### src/rtl/ace_ccu_snoop_fanout.sv
// ace_ccu_snoop_fanout: broadcasts one ACE snoop (AC) to a masked set of ports, merges every CR, forwards CD from one responder.
// Optional ACE_CCU_SNOOP_FANOUT_CD_SPILL_EN: the upstream CD path goes through a 2-entry spill buffer.
package ace_ccu_snoop_fanout_pkg;
   typedef struct packed {
      logic [43:0] addr;
      logic [3:0]  snoop;
      logic [2:0]  prot;
   } snoop_ac_t;
   typedef logic [4:0] snoop_cr_t;
   typedef struct packed {
      logic [127:0] data;
      logic         last;
   } snoop_cd_t;
   typedef struct packed {
      snoop_ac_t ac;
      logic      ac_valid;
      logic      cr_ready;
      logic      cd_ready;
   } snoop_req_t;
   typedef struct packed {
      logic      ac_ready;
      logic      cr_valid;
      snoop_cr_t cr_resp;
      logic      cd_valid;
      snoop_cd_t cd;
   } snoop_resp_t;
endpackage

module ace_ccu_snoop_fanout #(
   parameter int unsigned NoMstPorts      = 4,
   parameter int unsigned DcacheLineWidth = 512,
   parameter int unsigned AxiDataWidth    = 128,
   parameter type snoop_ac_t    = ace_ccu_snoop_fanout_pkg::snoop_ac_t,
   parameter type snoop_cr_t    = ace_ccu_snoop_fanout_pkg::snoop_cr_t,
   parameter type snoop_cd_t    = ace_ccu_snoop_fanout_pkg::snoop_cd_t,
   parameter type snoop_req_t   = ace_ccu_snoop_fanout_pkg::snoop_req_t,
   parameter type snoop_resp_t  = ace_ccu_snoop_fanout_pkg::snoop_resp_t,
   parameter type domain_mask_t = logic [NoMstPorts-1:0]
) (
   input  logic         clk_i,
   input  logic         rst_ni,
   input  snoop_req_t   slv_req_i,
   output snoop_resp_t  slv_resp_o,
   input  domain_mask_t slv_mask_i,
   output snoop_req_t   mst_reqs_o  [NoMstPorts],
   input  snoop_resp_t  mst_resps_i [NoMstPorts],
   output logic         busy_o
);
   localparam int unsigned CdBeats = DcacheLineWidth / AxiDataWidth;
   localparam int unsigned CntW    = $clog2(CdBeats) + 1;
   localparam int unsigned IdxW    = (NoMstPorts > 1) ? $clog2(NoMstPorts) : 1;
   localparam logic [CntW-1:0] LastBeat = CntW'(CdBeats - 1);

   localparam logic [1:0] IDLE  = 2'd0;
   localparam logic [1:0] AC_CR = 2'd1;
   localparam logic [1:0] RESP  = 2'd2;
   localparam logic [1:0] DATA  = 2'd3;

   logic [1:0]            state_q, state_d;
   logic                  ac_ready_q, ac_ready_d;
   snoop_ac_t             ac_q, ac_d;
   snoop_cr_t             resp_q, resp_d;
   logic [NoMstPorts-1:0] ac_pend_q, ac_pend_d, cr_pend_q, cr_pend_d, cd_pend_q, cd_pend_d;
   logic [IdxW-1:0]       src_q, src_d;
   logic [CntW-1:0]       cnt_q [NoMstPorts];
   logic [CntW-1:0]       cnt_d [NoMstPorts];

   snoop_cd_t src_cd;
   logic      src_valid, src_ready, drain_done, beat;
   logic      unused_cd_last;

   function automatic logic [IdxW-1:0] lowest_set(input logic [NoMstPorts-1:0] m);
      lowest_set = '0;
      for (int i = NoMstPorts - 1; i >= 0; i--) if (m[i]) lowest_set = IdxW'(i);
   endfunction

   // Downstream last is ignored: upstream last comes from the beat counter.
   always_comb begin
      src_cd      = mst_resps_i[src_q].cd;
      src_cd.last = (cnt_q[src_q] == LastBeat);
      src_valid   = (state_q == DATA) && cd_pend_q[src_q] && mst_resps_i[src_q].cd_valid;
      unused_cd_last = mst_resps_i[src_q].cd.last;
   end

`ifdef ACE_CCU_SNOOP_FANOUT_CD_SPILL_EN
   snoop_cd_t  spill_q [2];
   logic       wr_ptr_q, rd_ptr_q, push, pop;
   logic [1:0] fill_q, fill_d;

   assign src_ready  = (fill_q != 2'd2);
   assign push       = src_valid && src_ready;
   assign pop        = (fill_q != 2'd0) && slv_req_i.cd_ready;
   assign fill_d     = fill_q + {1'b0, push} - {1'b0, pop};
   assign drain_done = (fill_d == 2'd0);

   always_ff @(posedge clk_i or negedge rst_ni) begin
      if (!rst_ni) begin
         fill_q   <= 2'd0;
         wr_ptr_q <= 1'b0;
         rd_ptr_q <= 1'b0;
      end else begin
         fill_q <= fill_d;
         if (push) wr_ptr_q <= ~wr_ptr_q;
         if (pop)  rd_ptr_q <= ~rd_ptr_q;
      end
   end

   // NOTE: payload slots are left unreset on purpose; fill_q alone decides whether a slot is meaningful.
   always_ff @(posedge clk_i) begin
      if (push) spill_q[wr_ptr_q] <= src_cd;
   end
`else
   assign src_ready  = slv_req_i.cd_ready;
   assign drain_done = 1'b1;
`endif

   // NOTE: every output of this block gets a default first, so no path leaves a signal unassigned and no latch is inferred.
   always_comb begin
      state_d   = state_q;
      ac_d      = ac_q;
      resp_d    = resp_q;
      ac_pend_d = ac_pend_q;
      cr_pend_d = cr_pend_q;
      cd_pend_d = cd_pend_q;
      src_d     = src_q;
      cnt_d     = cnt_q;
      beat      = 1'b0;
      slv_resp_o          = '0;
      slv_resp_o.ac_ready = ac_ready_q;
      for (int i = 0; i < NoMstPorts; i++) begin
         mst_reqs_o[i]    = '0;
         mst_reqs_o[i].ac = ac_q;
      end
      case (state_q)
         IDLE: begin
            if (slv_req_i.ac_valid && ac_ready_q) begin
               ac_d      = slv_req_i.ac;
               ac_pend_d = slv_mask_i;
               cr_pend_d = slv_mask_i;
               cd_pend_d = '0;
               resp_d    = '0;
               state_d   = (slv_mask_i == '0) ? RESP : AC_CR;
            end
         end
         AC_CR: begin
            for (int i = 0; i < NoMstPorts; i++) begin
               mst_reqs_o[i].ac_valid = ac_pend_q[i];
               mst_reqs_o[i].cr_ready = cr_pend_q[i];
               if (ac_pend_q[i] && mst_resps_i[i].ac_ready) ac_pend_d[i] = 1'b0;
               if (cr_pend_q[i] && mst_resps_i[i].cr_valid) begin
                  cr_pend_d[i] = 1'b0;
                  resp_d       = resp_d | mst_resps_i[i].cr_resp;
                  if (mst_resps_i[i].cr_resp[0]) cd_pend_d[i] = 1'b1;
               end
            end
            if (ac_pend_d == '0 && cr_pend_d == '0) state_d = RESP;
         end
         RESP: begin
            slv_resp_o.cr_valid = 1'b1;
            slv_resp_o.cr_resp  = resp_q;
            if (slv_req_i.cr_ready) begin
               if (cd_pend_q != '0) begin
                  state_d = DATA;
                  src_d   = lowest_set(cd_pend_q);
               end else begin
                  state_d = IDLE;
               end
            end
         end
         default: begin
            for (int i = 0; i < NoMstPorts; i++) begin
               if (cd_pend_q[i]) begin
                  if (IdxW'(i) == src_q) begin
                     mst_reqs_o[i].cd_ready = src_ready;
                     beat = src_valid && src_ready;
                  end else begin
                     mst_reqs_o[i].cd_ready = 1'b1;
                     beat = mst_resps_i[i].cd_valid;
                  end
                  if (beat) begin
                     if (cnt_q[i] == LastBeat) begin
                        cnt_d[i]     = '0;
                        cd_pend_d[i] = 1'b0;
                     end else begin
                        cnt_d[i] = cnt_q[i] + 1'b1;
                     end
                  end
               end
            end
            if (cd_pend_d == '0 && drain_done) state_d = IDLE;
         end
      endcase
`ifdef ACE_CCU_SNOOP_FANOUT_CD_SPILL_EN
      slv_resp_o.cd_valid = (fill_q != 2'd0);
      slv_resp_o.cd       = spill_q[rd_ptr_q];
`else
      if (state_q == DATA) begin
         slv_resp_o.cd_valid = src_valid;
         slv_resp_o.cd       = src_cd;
      end
`endif
      ac_ready_d = (state_d == IDLE);
   end

   // NOTE: state registers use non-blocking assignments so every flop samples pre-edge values.
   always_ff @(posedge clk_i or negedge rst_ni) begin
      if (!rst_ni) begin
         state_q    <= IDLE;
         ac_ready_q <= 1'b0;
         ac_q       <= '0;
         resp_q     <= '0;
         ac_pend_q  <= '0;
         cr_pend_q  <= '0;
         cd_pend_q  <= '0;
         src_q      <= '0;
         for (int i = 0; i < NoMstPorts; i++) cnt_q[i] <= '0;
      end else begin
         state_q    <= state_d;
         ac_ready_q <= ac_ready_d;
         ac_q       <= ac_d;
         resp_q     <= resp_d;
         ac_pend_q  <= ac_pend_d;
         cr_pend_q  <= cr_pend_d;
         cd_pend_q  <= cd_pend_d;
         src_q      <= src_d;
         cnt_q      <= cnt_d;
      end
   end

   assign busy_o = (state_q != IDLE);
endmodule

### config.mk
export PLATFORM = sky130hd
export DESIGN_NAME = ace_ccu_snoop_fanout
export DESIGN_NICKNAME = d
export VERILOG_FILES = /design/src/rtl/ace_ccu_snoop_fanout.sv
export SDC_FILE = /design/constraint.sdc
export NUM_CORES = 1
export LEC_CHECK = 0
export CAP_MARGIN = 20
export CORE_AREA = 4 4 370 372
export DETAILED_ROUTE_END_ITERATION = 7
export DIE_AREA = 0 0 374 376
export PLACE_DENSITY = 0.3
export SLEW_MARGIN = 10
export SYNTH_ARGS = -nofsm -noshare
export SYNTH_HDL_FRONTEND = slang
export SYNTH_SLANG_ARGS = --single-unit
### constraint.sdc
create_clock -name clk_i -period 2.5 [get_ports clk_i]
set_input_delay 0.5 -clock clk_i [delete_from_list [all_inputs] [get_ports clk_i]]
set_output_delay 0.5 -clock clk_i [all_outputs]
set_load 0.02 [all_outputs]
==> run metrics, run 1 <==
post-synthesis sequential area ratio=a little under a quarter; Clk pin slew, worst setup/hold paths=~0.08 ns; grt ovf=0; Mean Syn Cell Area=roughly 10 um2; routed len/inst=roughly 29 um; Final Hold Fails=0; Cell Rows=between 100 and 150; gpl congestion=around 0.9; skew final=~0.0094 ns; layout cell share with drive strength beyond 1=between 30% and 40%; Worst path slowest cell=dfrtp_4; Critical Path Source=src_q[0]; CP dominant cell by count=buf_12; non-filler cells in the finished layout=~3500; 1st-pass router iterations=4; Post-synth EDFFs=0; Worst EP required=about 2 ns; critical path type=flip-flop to output pin; Final Max Tran Viols=0; io pins=~960; Final ANT Viol Nets=0; CTS tree=yes; Detail Placement HPWL=roughly 90000 um; pwr/cell area=1260 nW/um2; number of vias per cell=roughly 3.2; port bufs=approximately 960; sum of negative setup slack=-26.03 ns; CP Buf/Inv Count=6; cell area after synthesis=about 9100 um2; htree depth=3; r2r setup slk=roughly 0.54 ns; vias in the first global route=12191; Slew HR=between 40 and 50%; period utilisation layout=115%; Die Y=376 um; Clock Latency Late Sink=0.38 ns; clk sinks=85; Core ar.=roughly 130000 um2; Starting Density=between 6 and 7%; Cells after Synth=896; top_reg_cell synth=dfrtp_1; initial antenna violation count=70; CP Cell Sequence=buf_12, buf_16, buf_12, buf_12, buf_6, mux4_2, and2_4, buf_6; GR Util All Layers=between 10% and 20%; Slew @ Worst Pin=approximately 0.76 ns; FF-to-FF path depth=7; flops & latches, synth=85; fillers=around 15000; Num CTS Buffers=9; R2R Path Start=src_q[1]; Final WS setup=-0.371 ns; fin crit period=about 2.9 ns; Max VDD drop=0.500 mV; Leak=just over 8 nW; MaxCap Viol Count=0; placed cells=between 3000 and 4000; RSZ-0062 raised after global routing=yes; CP delay by family, top=buffers and inverters; Vias=between 10000 and 15000; crit-path max FO=6; internal power=roughly 0.014 W; Detailed Route Iter0 Violations=670; Critical Path Sink=slv_resp_o[31]; Sequential Power Share=about 11%; r2r endpoint=cnt_q[10]; Max Root-Sink Buffers=2; failing checks=setup timing; syn_nets=1508; worst stage delay on the critical path=0.49 ns; Max Fclk=348 MHz; Worst path depth=8; async set-or-reset flop fraction in the synthesized netlist=100%; CTS root buf=clkbuf_16; outcome=complete, but fails checks; final WL=about 100000 um; first-pass GRT wire length=approximately 130000 um; synthesis-to-finish area growth=137%; startpoint types=flip-flop; Crit path arrival time=around 2.4 ns; Die Span X=about 370 um; Netlist cell types=between 50 and 60; Worst setup EP type=output pin; Nets=around 2400; Switching Share=between 40% and 50%; YS warnings=0; number of remaining DRC errors=0; Min-Delay Path Class=primary input to async pin; largest net degree at the start of global routing=67; Gate power share=83.7%; clock share of power=5.3%; Switch Pwr=0.0127 W; Final Setup Violations=around 130; die footprint=141000 um2
routing by layer:
layer | up-vias | track usage [%] | wire length [um]
met5 | - | 0 | 189
met2 | 670 | 23.7 | 49200
met4 | 32 | 1.10 | 1100
li1 | 4741 | - | -
met3 | 124 | 4.59 | 9060
met1 | 5598 | 16.9 | 41000
cell type report:
type | instances | area (um2) | share of cell area (%)
inverters | 14 | 52.6 | 0.244
well taps | 1768 | 2210 | 10.3
clock inverters | 7 | 73.8 | 0.343
repair buffers | 1052 | 11100 | 51.5
clock buffers | 9 | 225 | 1.05
diodes | 9 | 22.5 | 0.105
multi-input cells | 576 | 5720 | 26.6
flip-flops and latches | 85 | 2130 | 9.91
worst min path at each step:
stage | startpoint | slack (ns) | cells after the start | end
after global placement | rst_ni | 0.47 | 1 | mst_reqs_o[7]
final | rst_ni | 0.05 | 1 | mst_reqs_o[52]
after floorplan | rst_ni | 0.20 | 0 | ac_pend_q[0]
after CTS | rst_ni | 0.04 | 1 | mst_reqs_o[52]
after global routing | rst_ni | 0.06 | 1 | mst_reqs_o[52]
after detailed placement | rst_ni | 0.47 | 1 | mst_reqs_o[52]
cell families after synthesis:
family | count (synthesis) | share of synthesized area, %
flip-flops | 85 | 23.4
AND/OR/NAND/NOR | 360 | 19.9
multiplexers | 137 | 32.8
AO/OA/AOI/OAI | 75 | 5.87
adder cells (fa/ha/maj) | 4 | 0.550
buffers and inverters | 235 | 17.5
registers in the layout, summed over array words and instances, names as in the netlist:
signal	flops
ac_pend_q	4
ac_ready_q	1
cd_pend_q	4
cnt_q	12
cr_pend_q	4
mst_reqs_o	51
resp_q	5
src_q	2
state_q	2
per-stage QoR:
stage                     instance area (um2)  worst slack [ns]  utilization [%]  hold WS (ns)  total power (W)
after detailed placement                20000            -0.364             15.0         0.470           0.0231
after global routing                    21500            -0.415             16.1        0.0560           0.0286
final                                   21500            -0.371             16.2        0.0473           0.0272
after global placement                  20000            -0.373             15.0         0.465           0.0232
after CTS                               21200            -0.407             15.9        0.0410           0.0269
after floorplan                          9100             0.380                -         0.204           0.0133
synth_stat cells (2+ instances only):
master / number / area (um2)
ha_1: 4 / 50.1
o22a_1: 2 / 17.5
mux2_2: 9 / 101
a21o_1: 5 / 37.5
or2_2: 2 / 12.5
o21ai_0: 12 / 60.1
a21oi_1: 12 / 60.1
buf_6: 12 / 135
nand3_1: 5 / 25.0
nor4_1: 2 / 12.5
dfrtp_1: 85 / 2130
a22o_1: 8 / 70.1
o22ai_1: 4 / 25.0
inv_1: 14 / 52.6
o31ai_1: 2 / 15.0
and2_1: 138 / 863
a21boi_0: 2 / 15.0
a221oi_1: 2 / 17.5
buf_1: 2 / 7.51
nor2b_1: 7 / 43.8
clkbuf_1: 25 / 93.8
nand2_1: 164 / 616
a32oi_1: 10 / 87.6
nor2_1: 21 / 78.8
a31oi_1: 6 / 37.5
buf_2: 24 / 120
buf_4: 157 / 1180
mux4_2: 128 / 2880
nand4_1: 3 / 18.8
nor3_1: 2 / 10.0
nand3b_1: 5 / 37.5
a311oi_1: 2 / 17.5
what timing repair did:
item / in CTS / in global routing
pin swaps: 5 / 4
hold buffers: 0 / 0
gates resized for setup: 494 / 149
setup buffers: 25 / 14
gates cloned: 4 / 0
endpoints found under the setup margin: 132 / 132
power groups by stage:
| stage | clock, W | combinational, W | sequential (W) |
|---|---|---|---|
| after global placement | 0 | 0.0202 | 0.00306 |
| after floorplan | 0 | 0.0103 | 0.00292 |
| after detailed placement | 0 | 0.0200 | 0.00310 |
| after CTS | 0.00151 | 0.0224 | 0.00306 |
| after global routing | 0.00156 | 0.0239 | 0.00313 |
| final | 0.00143 | 0.0227 | 0.00299 |
cell usage in the layout, fill, tap and decap left out, types with 5 or more instances in the layout:
cell type | Yosys | final
a21oi_1 | 12 | 12
a22o_1 | 8 | 8
and2_4 | 0 | 115
a32oi_1 | 10 | 10
buf_8 | 0 | 11
buf_4 | 157 | 50
buf_2 | 24 | 13
clkdlybuf4s50_1 | 0 | 808
mux2_2 | 9 | 9
dfrtp_1 | 85 | 83
buf_6 | 12 | 121
mux4_2 | 128 | 128
o21ai_0 | 12 | 12
a21o_1 | 5 | 5
nand2_1 | 164 | 164
nand3b_1 | 5 | 5
inv_1 | 14 | 14
nand3_1 | 5 | 5
nor2b_1 | 7 | 7
and2_1 | 138 | 23
buf_12 | 0 | 40
clkbuf_16 | 0 | 9
a31oi_1 | 6 | 6
buf_16 | 0 | 7
diode_2 | 0 | 9
nor2_1 | 21 | 20
(Power assumes the default switching activity.)
==> inputs of run 2 (changes only) <==
==> constraint.sdc (replaced) <==
create_clock -name clk_i -period 2.5 [get_ports clk_i]
set_input_delay 0.5 -clock clk_i [delete_from_list [all_inputs] [get_ports clk_i]]
set_output_delay 0.5 -clock clk_i [all_outputs]
set_load 0.1 [all_outputs]
==> run 2 against run 1 <==
The flow still finishes with violations (setup timing). Utilization rose by 0.61 points. Via count rose by 0.56%. Worst setup slack improved by 0.10 ns. Design area rose by 3.8%. Sequential share of layout area fell by 0.35 points. Clock skew rose by 0.0044 ns. Critical path type unchanged.
==> run metrics, run 2 (synthesis results as in run 1) <==
outcome=complete, but fails checks; failing checks=setup timing; Starting Density=6.83%; Worst EP required=about 2 ns; critical path type=flip-flop to output pin; number of vias per cell=between 3 and 4; final WL=about 100000 um; max reg flops=51; 1st-pass router iterations=5; Max Root-Sink Buffers=2; Crit path arrival time=approximately 2.3 ns; RSZ-0062 raised after global routing=yes; Worst path slowest cell=mux4_2; grt ovf=0; gpl congestion=between 0.9 and 1; Worst setup EP type=output pin; CP Cell Sequence=buf_12, buf_16, buf_6, mux4_2, and2_4, buf_12; Die Y=376 um; Final Hold Fails=0; Final ANT Viol Nets=0; initial antenna violation count=83; Finished Core Util=between 10% and 20%; startpoint types=flip-flop; FF-to-FF path depth=7; Cell Rows=about 130; R2R Path Start=src_q[1]; Slew HR=between 60% and 70%; Critical Path Source=src_q[0]; commonest non-fill, non-tap cells in the layout=clkdlybuf4s50_1 (602), buf_4 (243), buf_12 (165); Clock Latency Late Sink=approximately 0.40 ns; synthesis-to-finish area growth=146%; Max Fclk=361 MHz; port bufs=roughly 960; htree depth=3; Detailed Route Iter0 Violations=roughly 470; r2r setup slk=0.43 ns; crit-path max FO=5; commonest non-fill, non-tap cell in the layout=clkdlybuf4s50_1; first-pass GRT wire length=about 130000 um; layout cell share with drive strength beyond 1=42.5%; CP delay by family, top=buffers and inverters; Vias=around 11000; period utilisation layout=111%; GR Util All Layers=14.1%; Die Span X=374 um; CP Buf/Inv Count=4; Worst path depth=6; largest net degree at the start of global routing=62; vias in the first global route=between 10000 and 15000; CTS tree=yes; skew final=~0.014 ns; die footprint=between 100000 and 150000 um2; CP dominant cell by count=buf_12; worst stage delay on the critical path=around 0.54 ns; clk sinks=85; Final WS setup=-0.270 ns; routed len/inst=about 30 um; Slew @ Worst Pin=about 0.56 ns; Detail Placement HPWL=91000 um; r2r endpoint=state_q[0]; CTS root buf=clkbuf_16; number of remaining DRC errors=0; Clk pin slew, worst setup/hold paths=approximately 0.080 ns; io pins=roughly 960; Min-Delay Path Class=flip-flop to flip-flop; Critical Path Sink=slv_resp_o[22]; Core ar.=~130000 um2; fin crit period=~2.8 ns; MaxCap Viol Count=0; Num CTS Buffers=9; Final Setup Violations=roughly 130; Final Max Tran Viols=0; Nets=2340
run 2: worst min-delay path by stage:
stage	startpoint	endpoint	cells after the start
finish	ac_pend_q[0]	ac_pend_q[0]	1
global route	ac_pend_q[0]	ac_pend_q[0]	1
CTS	ac_pend_q[2]	ac_pend_q[2]	1
detailed placement	rst_ni	mst_reqs_o[7]	1
global placement	rst_ni	mst_reqs_o[6]	1
floorplan	rst_ni	ac_pend_q[0]	0
run 2: layout make-up:
class / count / area (um2)
multi-input combinational: 576 / 5800
clock inverter: 6 / 119
antenna: 14 / 35.0
inverter: 14 / 52.6
clock buffer: 10 / 229
fill: 14753 / 111000
sequential: 85 / 2140
timing repair buffer: 1042 / 11800
tap: 1768 / 2210
run 2: worst reg2reg max path, cell delays in order, from the launching register on:
cell and delay [ns]:
dfrtp_4 0.51, buf_6 0.14, buf_16 0.15, buf_8 0.14
and2_1 0.14, a221oi_2 0.36, nand4_1 0.30, a21boi_1 0.22
run 2: metrics by stage:
stage          worst slack (ns)  setup TNS (ns)  area (um2)  hold slack, ns  std cells
2_1_floorplan           -0.0350          -0.287        9150           0.204        896
3_3_place_gp            -0.0795          -0.311       21000           0.431       3455
3_5_place_dp            -0.0936          -0.257       21000           0.434       3455
4_1_cts                  -0.377          -38.89       22300           0.508       3500
5_1_grt                  -0.362          -35.67       22300           0.529       3507
6_report                 -0.270          -22.30       22300           0.501       3515
run 2: metal layers:
| layer | wire length [um] | global-route usage, % | share of wire (%) |
|---|---|---|---|
| met3 | 10000 | 5.45 | 9.6 |
| met5 | 250 | 0 | 0.24 |
| met1 | 41000 | 16.8 | 39 |
| met4 | 2380 | 3.35 | 2.3 |
| met2 | 50600 | 24.0 | 49 |
run 2: timing repair:
action,CTS,global route
endpoints found under the setup margin,135,133
hold endpoints to repair,14,0
gates resized for setup,194,13
pin swaps,8,5
setup buffers,19,8
gates cloned,9,0
hold buffers,1,0
Power of run 2 is left out: the tool's default activity adds up to more than one toggle a clock period on the data nets, which glitch-free logic cannot reach.
==> inputs of run 3 (changes only) <==
--- a/config.mk
+++ b/config.mk
@@ -10,6 +10,7 @@
 export DETAILED_ROUTE_END_ITERATION = 7
 export DIE_AREA = 0 0 374 376
 export PLACE_DENSITY = 0.3
+export SKIP_CTS_REPAIR_TIMING = 1
 export SLEW_MARGIN = 10
 export SYNTH_ARGS = -nofsm -noshare
 export SYNTH_HDL_FRONTEND = slang
==> run 3 against run 2 <==
The run still ends with setup timing left. Die area is the same. Via count decreased by 0.38%. Register-to-register slack is essentially flat. Design area is 0.51% lower. Hold slack barely moved. Worst setup slack worse by 0.014 ns. Count of clock-buffer cells in the layout stayed put. Final cell count hardly changed. Critical path type unchanged.
==> run metrics, run 3 (synthesis results as in run 1) <==
failing checks=setup timing; max reg flops=51; skew final=between 0.01 and 0.015 ns; CP delay by family, top=buffers and inverters; Slew @ Worst Pin=approximately 0.56 ns; die footprint=roughly 140000 um2; io pins=between 900 and 1000; Die Y=roughly 380 um; clk sinks=85; worst stage delay on the critical path=0.53 ns; CP dominant cell by count=buf_12; R2R Path Start=src_q[0]; Crit path arrival time=2.28 ns; GR Util All Layers=a little over an eighth; number of remaining DRC errors=0; Worst path slowest cell=mux4_2; RSZ-0062 raised after global routing=yes; Max Fclk=between 300 and 400 MHz; Max Root-Sink Buffers=2; r2r setup slk=0.43 ns; Detailed Route Iter0 Violations=approximately 500; non-filler cells in the finished layout=between 3000 and 4000; r2r endpoint=state_q[0]; final WL=103000 um; Starting Density=6.83%; CTS root buf=clkbuf_16; CP Buf/Inv Count=4; CP Cell Sequence=buf_12, clkbuf_16, buf_4, mux4_2, and2_4, buf_12; largest net degree at the start of global routing=62; commonest non-fill, non-tap cells in the layout=clkdlybuf4s50_1 (602), buf_4 (255), buf_12 (166); WHS=approximately 0.5 ns; crit-path max FO=4; Cell Rows=roughly 130; Final Hold Fails=0; Clock Latency Late Sink=0.39 ns; htree depth=3; Vias=about 11000; Worst setup EP type=output pin; Detail Placement HPWL=between 90000 and 100000 um; gpl congestion=between 0.9 and 1; Core ar.=~130000 um2; vias in the first global route=~12000; port bufs=approximately 960; Num CTS Buffers=9; Hold Startpoint=ac_pend_q[0]; Die Span X=about 370 um; placed cells=around 3500; fin crit period=roughly 2.8 ns; Final ANT Viol Nets=0; FF-to-FF path depth=7; Worst EP required=approximately 2 ns; Highest Signal Layer=met5; layout cell share with drive strength beyond 1=roughly two fifths; number of vias per cell=around 3.2; initial antenna violation count=84; Final Setup Violations=around 130; met1 WL=approximately 40000 um; MaxCap Viol Count=0; Clk pin slew, worst setup/hold paths=0.08 ns; grt ovf=0; routed len/inst=29.3 um; startpoint types=flip-flop; first-pass GRT wire length=127000 um; met2 wire length=approximately 50000 um; hold path depth=1; commonest non-fill, non-tap cell in the layout=clkdlybuf4s50_1; critical path type=flip-flop to output pin; Final Max Tran Viols=0; period utilisation layout=111%; Min-Delay Path Class=flip-flop to flip-flop; synthesis-to-finish area growth=144%; met3 wire len=10300 um; CTS tree=yes; outcome=complete, but fails checks; 1st-pass router iterations=5; Hold Path End=ac_pend_q[0]; Final WS setup=-0.284 ns; Nets=2345; Slew HR=between 60% and 70%
## run 3: cell types whose count changed in the layout (fill, tap and decap cells not counted), sizes merged
cell	previous run	this run
diode	14	12
buf	439	438
clkbuf	10	16
## run 3: worst max-delay path by stage
stage                                 from         endpoint  slack, ns  cells after the start
after floorplan                 state_q[1]  mst_reqs_o[109]      -0.04                      3
after global placement    mst_resps_i[376]  slv_resp_o[102]      -0.08                      4
after detailed placement  mst_resps_i[376]  slv_resp_o[102]      -0.09                      4
after CTS                         src_q[0]  slv_resp_o[103]      -0.48                      5
after global routing              src_q[0]  slv_resp_o[122]      -0.35                      6
final                             src_q[0]   slv_resp_o[19]      -0.28                      6
## run 3: cell type report
cell class	count	area, um2
multi-input combinational	576	5750
sequential	85	2130
antenna	12	30.0
inverter	14	52.6
clock buffer	10	229
clock inverter	6	119
tap	1768	2210
timing repair buffer	1047	11700
fill	14759	111000
## run 3: metrics by stage
step                      cell area (um2)  util (%)  TNS [ns]  setup slack (ns)
final                               22200      16.7    -24.46            -0.284
after global routing                22200      16.7    -36.20            -0.352
after CTS                           21300      16.0    -41.14            -0.479
after detailed placement            21000      15.7    -0.257           -0.0936
after global placement              21000      15.7    -0.311           -0.0795
after floorplan                      9150         -    -0.287           -0.0350
## run 3: worst reg2reg max path, cell delays in order, from the launching register on
cell	delay, ns
dfrtp_4	0.51
buf_12	0.16
buf_4	0.16
buf_6	0.14
nor2b_2	0.16
a221oi_2	0.35
nand4_1	0.28
a21boi_1	0.21
## run 3: layer usage
layer,GRT usage (%),up-vias
li1,-,4733
met1,16.0,5593
met3,5.60,125
met2,23.2,689
met4,3.29,44
met5,0,-
Power of run 3 is left out for the same reason.
